**src/rtl/multiword_add_ctrl.sv**
```systemverilog
// Multi-limb add/subtract sequencer driving one shared 16-bit adder, LS limb first.
// Optional build macro MULTIADD_ACCUM_EN adds the acc port (A operand taken from result).
module multiword_add_ctrl #(
    parameter int WORDS = 4
) (
    input  logic                Clk,
    input  logic                Reset,
    input  logic                start,
    input  logic                sub,
`ifdef MULTIADD_ACCUM_EN
    input  logic                acc,
`endif
    input  logic [16*WORDS-1:0] op_a,
    input  logic [16*WORDS-1:0] op_b,
    output logic                busy,
    output logic                done,
    output logic [16*WORDS-1:0] result,
    output logic                carry_out,
    output logic                overflow,
    output logic [15:0]         add_a,
    output logic [15:0]         add_b,
    output logic                add_cin,
    input  logic [15:0]         add_s,
    input  logic                add_cout
);
    localparam int W  = 16*WORDS;
    localparam int IW = (WORDS > 1) ? $clog2(WORDS) : 1;

    typedef enum logic [1:0] {S_IDLE, S_RUN, S_DONE} state_t;

    state_t          state_q, state_d;
    logic [IW-1:0]   idx_q, idx_d;
    logic            carry_q, carry_d;
    logic [W-1:0]    a_q, a_d, b_q, b_d, res_q, res_d;
    logic            cout_q, cout_d, ovf_q, ovf_d;
    logic [15:0]     limb_a, limb_b;
    logic            last;
    logic [W-1:0]    a_src;

`ifdef MULTIADD_ACCUM_EN
    assign a_src = acc ? res_q : op_a;
`else
    assign a_src = op_a;
`endif

    assign last = (idx_q == IW'(WORDS-1));

    always_comb begin
        limb_a = '0;
        limb_b = '0;
        for (int w = 0; w < WORDS; w++) begin
            if (idx_q == IW'(w)) begin
                limb_a = a_q[16*w +: 16];
                limb_b = b_q[16*w +: 16];
            end
        end
    end

    always_comb begin
        state_d = state_q;
        idx_d   = idx_q;
        carry_d = carry_q;
        a_d     = a_q;
        b_d     = b_q;
        res_d   = res_q;
        cout_d  = cout_q;
        ovf_d   = ovf_q;
        add_a   = '0;
        add_b   = '0;
        add_cin = 1'b0;
        case (state_q)
            S_IDLE: begin
                if (start) begin
                    // Subtraction is A + ~B + 1: invert B once here, seed carry with sub.
                    a_d     = a_src;
                    b_d     = sub ? ~op_b : op_b;
                    carry_d = sub;
                    idx_d   = '0;
                    state_d = S_RUN;
                end
            end
            S_RUN: begin
                add_a   = limb_a;
                add_b   = limb_b;
                add_cin = carry_q;
                carry_d = add_cout;
                for (int w = 0; w < WORDS; w++) begin
                    if (idx_q == IW'(w)) res_d[16*w +: 16] = add_s;
                end
                if (last) begin
                    cout_d  = add_cout;
                    ovf_d   = (limb_a[15] == limb_b[15]) && (add_s[15] != limb_a[15]);
                    idx_d   = '0;
                    state_d = S_DONE;
                end else begin
                    idx_d = idx_q + 1'b1;
                end
            end
            S_DONE:  state_d = S_IDLE;
            default: state_d = S_IDLE;
        endcase
    end

    always_ff @(posedge Clk or posedge Reset) begin
        if (Reset) begin
            state_q <= S_IDLE;
            idx_q   <= '0;
            carry_q <= 1'b0;
            a_q     <= '0;
            b_q     <= '0;
            res_q   <= '0;
            cout_q  <= 1'b0;
            ovf_q   <= 1'b0;
        end else begin
            state_q <= state_d;
            idx_q   <= idx_d;
            carry_q <= carry_d;
            a_q     <= a_d;
            b_q     <= b_d;
            res_q   <= res_d;
            cout_q  <= cout_d;
            ovf_q   <= ovf_d;
        end
    end

    assign busy      = (state_q == S_RUN);
    assign done      = (state_q == S_DONE);
    assign result    = res_q;
    assign carry_out = cout_q;
    assign overflow  = ovf_q;
endmodule

```
**config.mk**
```make
export PLATFORM = sky130hd
export DESIGN_NAME = multiword_add_ctrl
export DESIGN_NICKNAME = d
export VERILOG_FILES = /design/src/rtl/multiword_add_ctrl.sv
export SDC_FILE = /design/constraint.sdc
export NUM_CORES = 1
export LEC_CHECK = 0
export BUFFER_PORTS_ARGS = -buffer_cell sky130_fd_sc_hd__buf_4
export CORE_MARGIN = 4
export CORE_UTILIZATION = 45
export DETAILED_ROUTE_END_ITERATION = 16
export HOLD_SLACK_MARGIN = 0.03
export PLACE_DENSITY = 0.7
export SYNTH_ARGS = -nofsm -noshare
export SYNTH_HDL_FRONTEND = slang
export SYNTH_SLANG_ARGS = --single-unit
export TNS_END_PERCENT = 1
```
**constraint.sdc**
```tcl
create_clock -name Clk -period 6.44 [get_ports Clk]
set_input_delay 0.322 -clock Clk [delete_from_list [all_inputs] [get_ports Clk]]
set_output_delay 0.322 -clock Clk [all_outputs]
set_load 0.03 [all_outputs]
```
==> Implementation_results.wiki, run 1 <==
{| class="wikitable"
! Metric !! Value
|-
| Die area || approximately 0.022 mm2
|-
| Top-Level Pins || 250
|-
| Via density || 4.95
|-
| Yosys reg bits || between 150 and 200
|-
| RePlAce Congestion || 0.776
|-
| Utilization after layout || approximately 60%
|-
| Flop pwr share || about a third
|-
| Max_cap viols || 0
|-
| Total via count after detailed routing || approximately 7000
|-
| GRT Residual Overflow || 0
|-
| Number of instances in the synthesized netlist || between 900 and 1000
|-
| Number of synthesized flops with an enable pin || 0
|-
| Actual transition at the worst max-transition pin || 1120 ps
|-
| Design area || approximately 0.012 mm2
|-
| Top area cells in the synthesized netlist || dfrtp_1 (55%), nand2_1 (14%), mux2_2 (8.1%)
|-
| Initial core utilization || roughly 46%
|-
| Clock tree from TritonCTS || built
|-
| Area fraction in compound gates after synthesis || 9.19%
|-
| Area of the core || 0.0196 mm2
|-
| Commonest register cell after synthesis || dfrtp_1
|-
| Highest ir drop seen on vdd || about 0.26 mV
|-
| Kind of end point of the critical path || output pin
|-
| Number of post-CTS setup repair buffers || 0
|-
| Post-synthesis share of cell area spent on and, or, nand and nor gates || between 10% and 20%
|-
| Buffer depth of the longest clock path || 2
|-
| Worst setup path category || reg -> out
|-
| Final Hold Vio Count || 0
|-
| Total area of multi-input combinational cells || 0.00375 mm2
|-
| Clk Latency, worst-skew pair || between 400 and 500 ps
|-
| Antenna diode count || 0
|-
| Ratio of cells with drive above 1 in the final layout || a little under a third
|-
| Post-synthesis to final-layout area growth || 28.4%
|-
| Worst slew margin relative to its limit || 25.6%
|-
| Async SR Flop Fraction || 100%
|-
| Share of synthesized area spent on multiplexers || under 10%
|-
| Post-synthesis sequential area ratio || between 50% and 60%
|-
| Row count || 51
|-
| Clock-pin transition on the worst setup and hold timing paths || 80 ps
|-
| Post-synth net total || approximately 1100
|-
| Post-layout worst setup margin || between 3000 and 4000 ps
|-
| Post-synthesis share of cell area spent on xor and xnor gates || 6.22%
|-
| Fin Setup TNS || 0 ps
|-
| Clock Skew || 13.1 ps
|-
| Pin count of the biggest net entering global routing || around 130
|-
| Die X-Extent || between 100 and 150 um
|-
| Final routed DRC violation total || 0
|-
| Kind of start point of the critical path || register
|-
| Shortest period the worst path allows || between 3000 and 4000 ps
|-
| Cell type with the highest aggregate area in the netlist || dfrtp_1
|-
| Total number of yosys warnings || 0
|-
| Die H || about 150 um
|-
| Initial DRC count || ~410
|-
| Unrepaired setup endpoints after global routing || false
|-
| Routed wire length per instance || approximately 16 um
|-
| Proportion of power drawn by combinational gates || a little under half
|-
| Pwr Density || 536 mW/mm2
|-
| Commonest non-fill, non-tap cells in the layout || nand2_1 (324), buf_4 (255), dfrtp_1 (199)
|-
| Mapped Avg Cell Area || between 9 and 10 um2
|-
| Hold Worst Slack || around 11 ps
|-
| Number of filler instances in the final layout || around 1700
|-
| Synth top area share || 55.2%
|-
| Sinks on the clock net || around 200
|-
| Number of levels in the clock H-tree || 4
|-
| Hold-fix buffer count after cts || 0
|-
| ANT nets after route || 0
|-
| Placed inst area || 0.0110 mm2
|-
| Net Sw Frac || a little over two fifths
|-
| Required time reported for the critical path endpoint || around 6100 ps
|-
| Dominant combinational cell family by area after synthesis || simple AND/OR/NAND/NOR gates
|-
| Total Nets Final || between 1000 and 1500
|-
| Leakage Power || about 5.5 nW
|-
| Worst Hold Class || in -> async
|-
| Arithmetic-cell share of the synthesized area counting full adders, half adders and majority gates || less than 1%
|-
| Vias in the first global route || 6970
|-
| Internal || 3.56 mW
|-
| Portion of the clock cycle consumed by the worst path in the final layout || between 40% and 50%
|-
| Antenna violations before repair || 0
|-
| Post-place setup slack || roughly 3600 ps
|-
| Area occupied by registers || 0.00498 mm2
|-
| Count of unique library cells instantiated by Yosys || 29
|-
| Most common cell after layout, fill and taps aside || nand2_1
|-
| Final count of pins violating max slew || 0
|-
| Crit path max fanout || 65
|-
| Switching power total || about 2.6 mW
|-
| Resized Gates After CTS || 0
|-
| Worst Path Arrival || between 2000 and 3000 ps
|-
| Clock network fraction of total power || between 15 and 20%
|-
| First-pass GRT wire length || around 36 mm
|-
| Highest clock rate || 0.318 GHz
|-
| Area of the mapped netlist || roughly 0.009 mm2
|-
| Quantity of I/O buffers inserted on ports || ~250
|-
| Length of the first detailed-routing pass in iterations || 5
|-
| # setup viols final || 0
|-
| Outcome || finished clean
|-
| Total CTS buffers || 17
|-
| Buffer type at the clock tree root || clkbuf_16
|-
| Wire length after detailed routing || 22.6 mm
|-
| Total routing usage reported by global routing || 20.1%
|-
| Post-DP HPWL || 15.3 mm
|}
[synth_stat cells, types with 4 or more instances]
cell / count
nand2_1: 325
dfrtp_1: 199
o21ai_0: 96
mux2_2: 65
xnor2_1: 64
a21oi_1: 62
clkbuf_1: 35
nand3b_1: 32
buf_2: 24
buf_1: 4
ha_1: 4
[cell families after synthesis]
family	after synthesis
AO/OA/AOI/OAI	163
adder cells (fa/ha/maj)	4
AND/OR/NAND/NOR	372
XOR/XNOR	64
buffers and inverters	69
multiplexers	65
flip-flops	199
[through the flow]
stage	std cells	total power, mW
global placement	1391	5.14
detailed placement	1391	5.20
global route	1423	6.63
finish	1423	6.21
floorplan	936	4.17
CTS	1423	6.27
[flip-flops by register name (all words and copies together) (netlist names)]
| signal | cells |
|---|---|
| idx_q | 2 |
| b_q | 64 |
| carry_out | 1 |
| a_q | 64 |
| carry_q | 1 |
| state_q | 2 |
| overflow | 1 |
| result | 64 |
[metal layers]
metal | GRT usage (%) | routed length [um] | share of wire [%] | up-vias
met5 | 0 | 0 | 0 | -
met4 | 6.41 | 457 | 2.0 | 0
met3 | 4.30 | 1460 | 6.4 | 26
met2 | 31.4 | 10500 | 46 | 217
met1 | 28.2 | 10200 | 45 | 3332
li1 | - | - | - | 3471
[power groups by stage]
stage	logic [mW]	registers [mW]	clock network (mW)
2_1_floorplan	1.60	2.57	0
3_3_place_gp	2.95	2.19	0
3_5_place_dp	2.99	2.21	0
4_1_cts	3.00	2.19	1.07
5_1_grt	3.24	2.27	1.13
6_report	2.97	2.19	1.05
[final timing paths]
kind | from | end | slack (ps) | cells past startpoint
max | idx_q[1] | add_b[1] | 3300 | 7
min | Reset | a_q[58] | 10 | 2
max reg2reg | idx_q[1] | result[31] | 3610 | 4
min reg2reg | a_q[6] | a_q[6] | 480 | 2
max in group asynchronous | Reset | b_q[16] | 4850 | 3
min in group Clk | op_a[49] | a_q[49] | 80 | 3
[layout make-up]
cell class | count | share of cell area, %
well taps | 265 | 2.86
repair buffers | 255 | 16.5
clock inverters | 13 | 1.16
flip-flops and latches | 199 | 43.0
multi-input cells | 668 | 32.4
inverters | 4 | 0.216
clock buffers | 19 | 3.82
[worst max-delay path, cell delays in order (launching register included)]
cell and delay [ps]:
dfrtp_1 400, inv_1 110, ha_2 940, nand2_1 110
a21oi_1 160, a21oi_1 60, o21ai_0 340, buf_4 230
(Power assumes the default switching activity.)
==> inputs of run 2 (changes only) <==
ABC_AREA = 1   (was unset)
clock period = 3.2 ns   (was 6.44 ns; I/O delays follow)
==> run 2 against run 1 <==
  * Die area shrank 0.39%
  * Register-to-register slack lost 2300 ps
  * Worst setup slack lost 2900 ps
  * Via count grew 15%
  * Sequential cell count is the same
  * Sequential share of layout area shrank 4.0 points
  * First-iteration DRC count grew 24%
  * Routed wire length grew 17%
  * Cell count grew 15%
  * Area after synthesis shrank 0.42%
  * Critical endpoint is now add_a[13]
  * Largest cell class unchanged
  * Largest power group unchanged
==> Implementation_results.wiki, run 2 <==
{| class="wikitable"
! Metric !! Value
|-
| Outcome || finished clean
|-
| ANT nets after route || 0
|-
| # setup viols final || 0
|-
| Post-synthesis sequential area ratio || between 50% and 60%
|-
| Post-place setup slack || 914 ps
|-
| Worst Path Arrival || roughly 2700 ps
|-
| Crit path max fanout || 24
|-
| Die area || ~0.022 mm2
|-
| Total number of yosys warnings || 0
|-
| Pwr Density || between 1000 and 1500 mW/mm2
|-
| Kind of start point of the critical path || register
|-
| GRT Residual Overflow || 0
|-
| Mapped Avg Cell Area || roughly 8.8 um2
|-
| Slowest cell delay on critical path || roughly 420 ps
|-
| RePlAce Congestion || 0.863
|-
| Slowest stage cell, crit path || dfrtp_1
|-
| Final Hold Vio Count || 0
|-
| Shortest period the worst path allows || 2830 ps
|-
| Buffer depth of the longest clock path || 2
|-
| Post-synthesis to final-layout area growth || 42.1%
|-
| Die X-Extent || approximately 150 um
|-
| Highest clock rate || 0.354 GHz
|-
| Total Nets Final || 1508
|-
| Area of the mapped netlist || between 0.008 and 0.009 mm2
|-
| Buffer type at the clock tree root || clkbuf_16
|-
| Detailed-routed wire length on met2 || roughly 12 mm
|-
| Length of the first detailed-routing pass in iterations || 5
|-
| Via density || 4.97
|-
| Clock Skew || 9.55 ps
|-
| Kind of end point of the critical path || output pin
|-
| Most repeated cell in the gate-level netlist after synthesis || nand2_1
|-
| Worst setup path category || reg -> out
|-
| Highest ir drop seen on vdd || 0.523 mV
|-
| Max_cap viols || 0
|-
| Actual transition at the worst max-transition pin || roughly 1000 ps
|-
| Ratio of cells with drive above 1 in the final layout || approximately 22%
|-
| Die H || roughly 150 um
|-
| Yosys reg bits || around 200
|-
| Commonest non-fill, non-tap cells in the layout || nand2_1 (378), buf_4 (254), dfrtp_1 (199)
|-
| Post-DP HPWL || 17.0 mm
|-
| Synth top area share || a little under three fifths
|-
| Clock-pin transition on the worst setup and hold timing paths || around 70 ps
|-
| Post-synth net total || about 1200
|-
| Most common library cells after synthesis || nand2_1 (378), dfrtp_1 (199), o21ai_0 (136)
|-
| Vias in the first global route || about 8200
|-
| Top area cells in the synthesized netlist || dfrtp_1 (55%), nand2_1 (16%), o21ai_0 (7.6%)
|-
| Worst slew margin relative to its limit || between 30% and 40%
|-
| Leakage Power || roughly 6.4 nW
|-
| Total routing usage reported by global routing || about a quarter
|-
| Total via count after detailed routing || 8132
|-
| Most repeated library cell on the critical path || nand2_1
|-
| Initial core utilization || a little under half
|-
| Highest routing layer actually used || met4
|-
| Number of instances in the synthesized netlist || 1024
|-
| Number of synthesized flops with an enable pin || 0
|-
| Top-Level Pins || 250
|-
| Initial DRC count || approximately 500
|-
| Number of filler instances in the final layout || around 1600
|-
| Overall power consumption || about 13 mW
|-
| Met3 WL || a little under 2 mm
|-
| Length of routed wiring on met1 || 11.6 mm
|-
| Clk Latency, worst-skew pair || 430 ps
|-
| First-pass GRT wire length || around 43 mm
|-
| Wire length after detailed routing || 26.5 mm
|-
| Pin count of the biggest net entering global routing || between 100 and 150
|-
| Most common cell after layout, fill and taps aside || nand2_1
|-
| Number of levels in the clock H-tree || 4
|-
| Crit path buf inv count || 2
|-
| Hold Worst Slack || 18.6 ps
|-
| Ordered cell list for the critical path || ha_1 > inv_2 > nand2_1 > o21ai_0 > o211ai_1 > nand2_1 > buf_4
|-
| Design area || roughly 0.013 mm2
|-
| Worst Hold Class || in -> reg
|-
| Placed inst area || around 0.011 mm2
|-
| Clock tree from TritonCTS || built
|-
| Quantity of I/O buffers inserted on ports || between 200 and 250
|-
| Sinks on the clock net || between 150 and 200
|-
| Portion of the clock cycle consumed by the worst path in the final layout || 88.4%
|-
| Total CTS buffers || 17
|-
| Post-layout worst setup margin || 371 ps
|-
| Row count || just over 50
|-
| Final routed DRC violation total || 0
|-
| Count of unique library cells instantiated by Yosys || 22
|-
| Final count of pins violating max slew || 0
|-
| Commonest register cell after synthesis || dfrtp_1
|-
| Routed wire length per instance || 16.2 um
|-
| Resized Gates After CTS || 0
|-
| Antenna violations before repair || 0
|-
| Required time reported for the critical path endpoint || 3040 ps
|-
| Area of the core || just under 0.02 mm2
|-
| Unrepaired setup endpoints after global routing || false
|-
| Cell type with the highest aggregate area in the netlist || dfrtp_1
|-
| Largest delay share family, worst path || compound AO/OA/AOI/OAI gates
|-
| Async SR Flop Fraction || 100%
|-
| Fin Setup TNS || 0 ps
|}
## run 2: cell count changes in the layout (fill, tap and decap cells not counted), moves of 6 or more
cell,change
nor2_1,+6
nand3b_1,-32
inv_2,+7
inv_1,+41
dlygate4sd3_1,+120
o211ai_1,+29
o21ai_0,+40
o21ai_1,+24
nand3_1,+17
mux2_2,-65
a21oi_1,-32
nand2_1,+54
## run 2: per-stage QoR
step,utilization (%),instances
5_1_grt,65.3,1633
3_5_place_dp,56.1,1481
2_1_floorplan,-,1024
4_1_cts,65.3,1633
6_report,65.4,1635
3_3_place_gp,56.1,1481
## run 2: per-layer routing
metal	vias up	track usage (%)
met3	40	6.05
met4	0	8.19
met2	345	37.4
met1	3801	33.8
li1	3946	-
met5	-	0
## run 2: cell families (layout without fill, tap and decap cells)
kind of cell / Yosys count / after routing / synth area share (%)
DFF: 199 / 199 / 55.5
AOI/OAI and AO/OA: 225 / 225 / 13.6
adders and majority gates: 4 / 4 / 0.557
other: 0 / 2 / 0
and+or+nand+nor: 414 / 414 / 17.8
xor gates and xnor gates: 64 / 64 / 6.24
buffers and inverters: 118 / 462 / 6.28
## run 2: final cells by class
class                           instances  area (um2)  share of cell area (%)
Sequential cell                       199        4980                    39.0
Multi-Input combinational cell        707        3440                    27.0
Timing Repair Buffer                  379        3210                    25.1
Clock buffer                           19         443                    3.47
Tap cell                              265         332                    2.60
Inverter                               51         195                    1.53
Clock inverter                         13         156                    1.23
Antenna cell                            2        5.00                  0.0392
## run 2: repair_timing
item | in CTS | in global routing
endpoints found under the hold margin | 157 | 0
hold buffers | 120 | 0
setup buffers | 0 | 0
## run 2: worst paths after layout
| path | to | from | slack, ps | cells past startpoint |
|---|---|---|---|---|
| max in group asynchronous | b_q[34] | Reset | 1940 | 4 |
| setup reg to reg | overflow | idx_q[0] | 1270 | 10 |
| hold reg to reg | a_q[54] | a_q[54] | 480 | 2 |
| min in group asynchronous | result[60] | Reset | 470 | 3 |
| hold / removal | b_q[39] | op_b[39] | 20 | 3 |
| setup / recovery | add_a[13] | idx_q[0] | 370 | 7 |
## run 2: power by group
group / switching, mW / leakage [nW] / internal, mW / total (mW)
Combinational: 4.17 / 3.61 / 2.21 / 6.38
Sequential: 0.672 / 2.46 / 3.74 / 4.41
Clock: 0.990 / 0.293 / 1.20 / 2.19
## run 2: worst register-to-register path: stages (launching register included)
cell     delay (ps)
dfrtp_1         410
inv_1            80
ha_1            220
inv_2           490
nand3_1         190
nand2_1          90
nand2_1          70
nand3_1          80
nand2_1          50
nand2_1          80
nand2_1          50
==> inputs of run 3 (changes only) <==
CORE_ASPECT_RATIO = 1.25   (was unset)
==> run 3 against run 2 <==
  * Clock skew up 5.8 ps
  * Combinational power is essentially flat
  * Routed wire length increased by 1.8%
  * Count of clock-buffer cells in the layout is 2 higher
  * Global-route usage up 0.095 points
  * Sequential share of layout area is 0.74 points higher
  * Core utilization shrank 1.3 points
  * Non-clock buffer count fell by 12
  * Register-to-register slack worse by 40 ps
  * Critical endpoint is now add_a[5]
  * Largest cell class unchanged
  * Largest power group unchanged
==> Implementation_results.wiki, run 3 (same netlist as run 2, synthesis figures left out) <==
{| class="wikitable"
! Metric !! Value
|-
| Total via count after detailed routing || 8129
|-
| Vias in the first global route || about 8100
|-
| Final routed DRC violation total || 0
|-
| Clk Latency, worst-skew pair || approximately 430 ps
|-
| # setup viols final || 0
|-
| Actual transition at the worst max-transition pin || 639 ps
|-
| Initial DRC count || ~620
|-
| Routed wire length per instance || approximately 17 um
|-
| Length of routed wiring on met1 || around 12 mm
|-
| Worst Hold Class || in -> reg
|-
| Shortest period the worst path allows || 2740 ps
|-
| Pwr Density || 1030 mW/mm2
|-
| Total area of multi-input combinational cells || around 0.0034 mm2
|-
| Area occupied by registers || roughly 0.0050 mm2
|-
| Final count of pins violating max slew || 0
|-
| Hold Worst Slack || slightly above 40 ps
|-
| Number of levels in the clock H-tree || 4
|-
| Sinks on the clock net || 199
|-
| RePlAce Congestion || around 0.9
|-
| Number of filler instances in the final layout || 1629
|-
| Max_cap viols || 0
|-
| Unrepaired setup endpoints after global routing || false
|-
| Ordered cell list for the critical path || inv_1 > ha_1 > inv_2 > nand2_1 > o21ai_0 > o211ai_1 > nand2_1 > buf_4
|-
| Worst setup path category || reg -> out
|-
| Final Hold Vio Count || 0
|-
| Wire length after detailed routing || approximately 27 mm
|-
| Number of post-CTS setup repair buffers || 0
|-
| Worst Path Arrival || approximately 2600 ps
|-
| GRT Residual Overflow || 0
|-
| Area of the core || about 0.020 mm2
|-
| Pin count of the biggest net entering global routing || 100
|-
| Highest routing layer actually used || met4
|-
| ANT nets after route || 0
|-
| Kind of end point of the critical path || output pin
|-
| Total Nets Final || roughly 1500
|-
| Most common cell after layout, fill and taps aside || nand2_1
|-
| Post-synthesis to final-layout area growth || 39.5%
|-
| Clock Skew || 15.3 ps
|-
| Crit path max fanout || 24
|-
| Most repeated library cell on the critical path || nand2_1
|-
| Buffer type at the clock tree root || clkbuf_16
|-
| Total routing usage reported by global routing || between 20% and 30%
|-
| Commonest non-fill, non-tap cells in the layout || nand2_1 (378), buf_4 (263), dfrtp_1 (199)
|-
| Kind of start point of the critical path || register
|-
| Met3 WL || between 1.5 and 2 mm
|-
| Die H || ~170 um
|-
| First-pass GRT wire length || between 40 and 50 mm
|-
| Highest clock rate || between 0.3 and 0.4 GHz
|-
| Fin Setup TNS || 0 ps
|-
| Slowest stage cell, crit path || dfrtp_1
|-
| Detailed-routed wire length on met2 || 12.7 mm
|-
| Largest delay share family, worst path || buffers and inverters
|-
| Post-DP HPWL || around 18 mm
|-
| Overall power consumption || 12.9 mW
|-
| Antenna diode count || 0
|-
| Total CTS buffers || 17
|-
| Worst slew margin relative to its limit || 57.3%
|-
| Outcome || finished clean
|-
| Quantity of I/O buffers inserted on ports || 249
|-
| Via density || around 5.0
|-
| Die X-Extent || 134 um
|-
| Die area || roughly 0.022 mm2
|-
| Initial core utilization || 46.0%
|-
| Resized Gates After CTS || 0
|-
| Antenna violations before repair || 0
|-
| Portion of the clock cycle consumed by the worst path in the final layout || 85.5%
|-
| Required time reported for the critical path endpoint || roughly 3000 ps
|-
| Length of the first detailed-routing pass in iterations || 5
|-
| Slowest cell delay on critical path || 390 ps
|-
| Clock tree from TritonCTS || built
|-
| Leakage Power || between 6 and 7 nW
|-
| Row count || between 50 and 60
|-
| Highest ir drop seen on vdd || 0.681 mV
|-
| Ratio of cells with drive above 1 in the final layout || a little under a quarter
|-
| Clock-pin transition on the worst setup and hold timing paths || around 70 ps
|-
| Buffer depth of the longest clock path || 2
|-
| Crit path buf inv count || 3
|-
| Top-Level Pins || 250
|}
run 3: timing repair:
item                                    in CTS  in global routing
endpoints found under the setup margin       0                  0
hold buffers                               102                  1
endpoints found under the hold margin      122                  1
run 3: metal layers:
layer  track usage [%]  vias up
met5                 0        -
met1              33.7     3828
li1                  -     3916
met4              7.88        0
met2              38.1      336
met3              5.85       49
run 3: final cells by class:
| cell class | count | share of cell area, % |
|---|---|---|
| Clock buffer | 21 | 3.60 |
| Clock inverter | 11 | 0.789 |
| Inverter | 51 | 1.56 |
| Timing Repair Buffer | 367 | 24.2 |
| Multi-Input combinational cell | 707 | 27.5 |
| Tap cell | 265 | 2.65 |
| Sequential cell | 199 | 39.8 |
run 3: report_power, final:
group / total (mW) / internal [mW] / switching, mW
Combinational: 6.41 / 2.18 / 4.23
Sequential: 4.42 / 3.74 / 0.680
Clock: 2.04 / 1.10 / 0.947
run 3: worst paths after layout:
check                            from         end  slack [ps]  cells after the start
min in group asynchronous       Reset  result[28]         340                      3
max reg2reg                state_q[0]     a_q[18]        1230                      5
max in group asynchronous       Reset     a_q[27]        1950                      4
min                         add_s[12]  result[60]          40                      3
min reg2reg                 carry_out   carry_out         480                      2
max                          idx_q[1]    add_a[5]         460                      8
run 3: stage by stage:
stage / utilization, % / cells / setup WS (ps) / instance area (um2)
3_5_place_dp: 56.0 / 1486 / 1020 / 10900
3_3_place_gp: 56.0 / 1486 / 1040 / 10900
6_report: 64.1 / 1621 / 464 / 12500
2_1_floorplan: - / 1024 / 466 / 8980
5_1_grt: 64.1 / 1621 / 266 / 12500
4_1_cts: 64.0 / 1620 / 523 / 12500
run 3: worst min-delay path: cells and delay by family:
family	cells	cell delay, ps
AO/OA/AOI/OAI	1	130
buffers and inverters	2	130
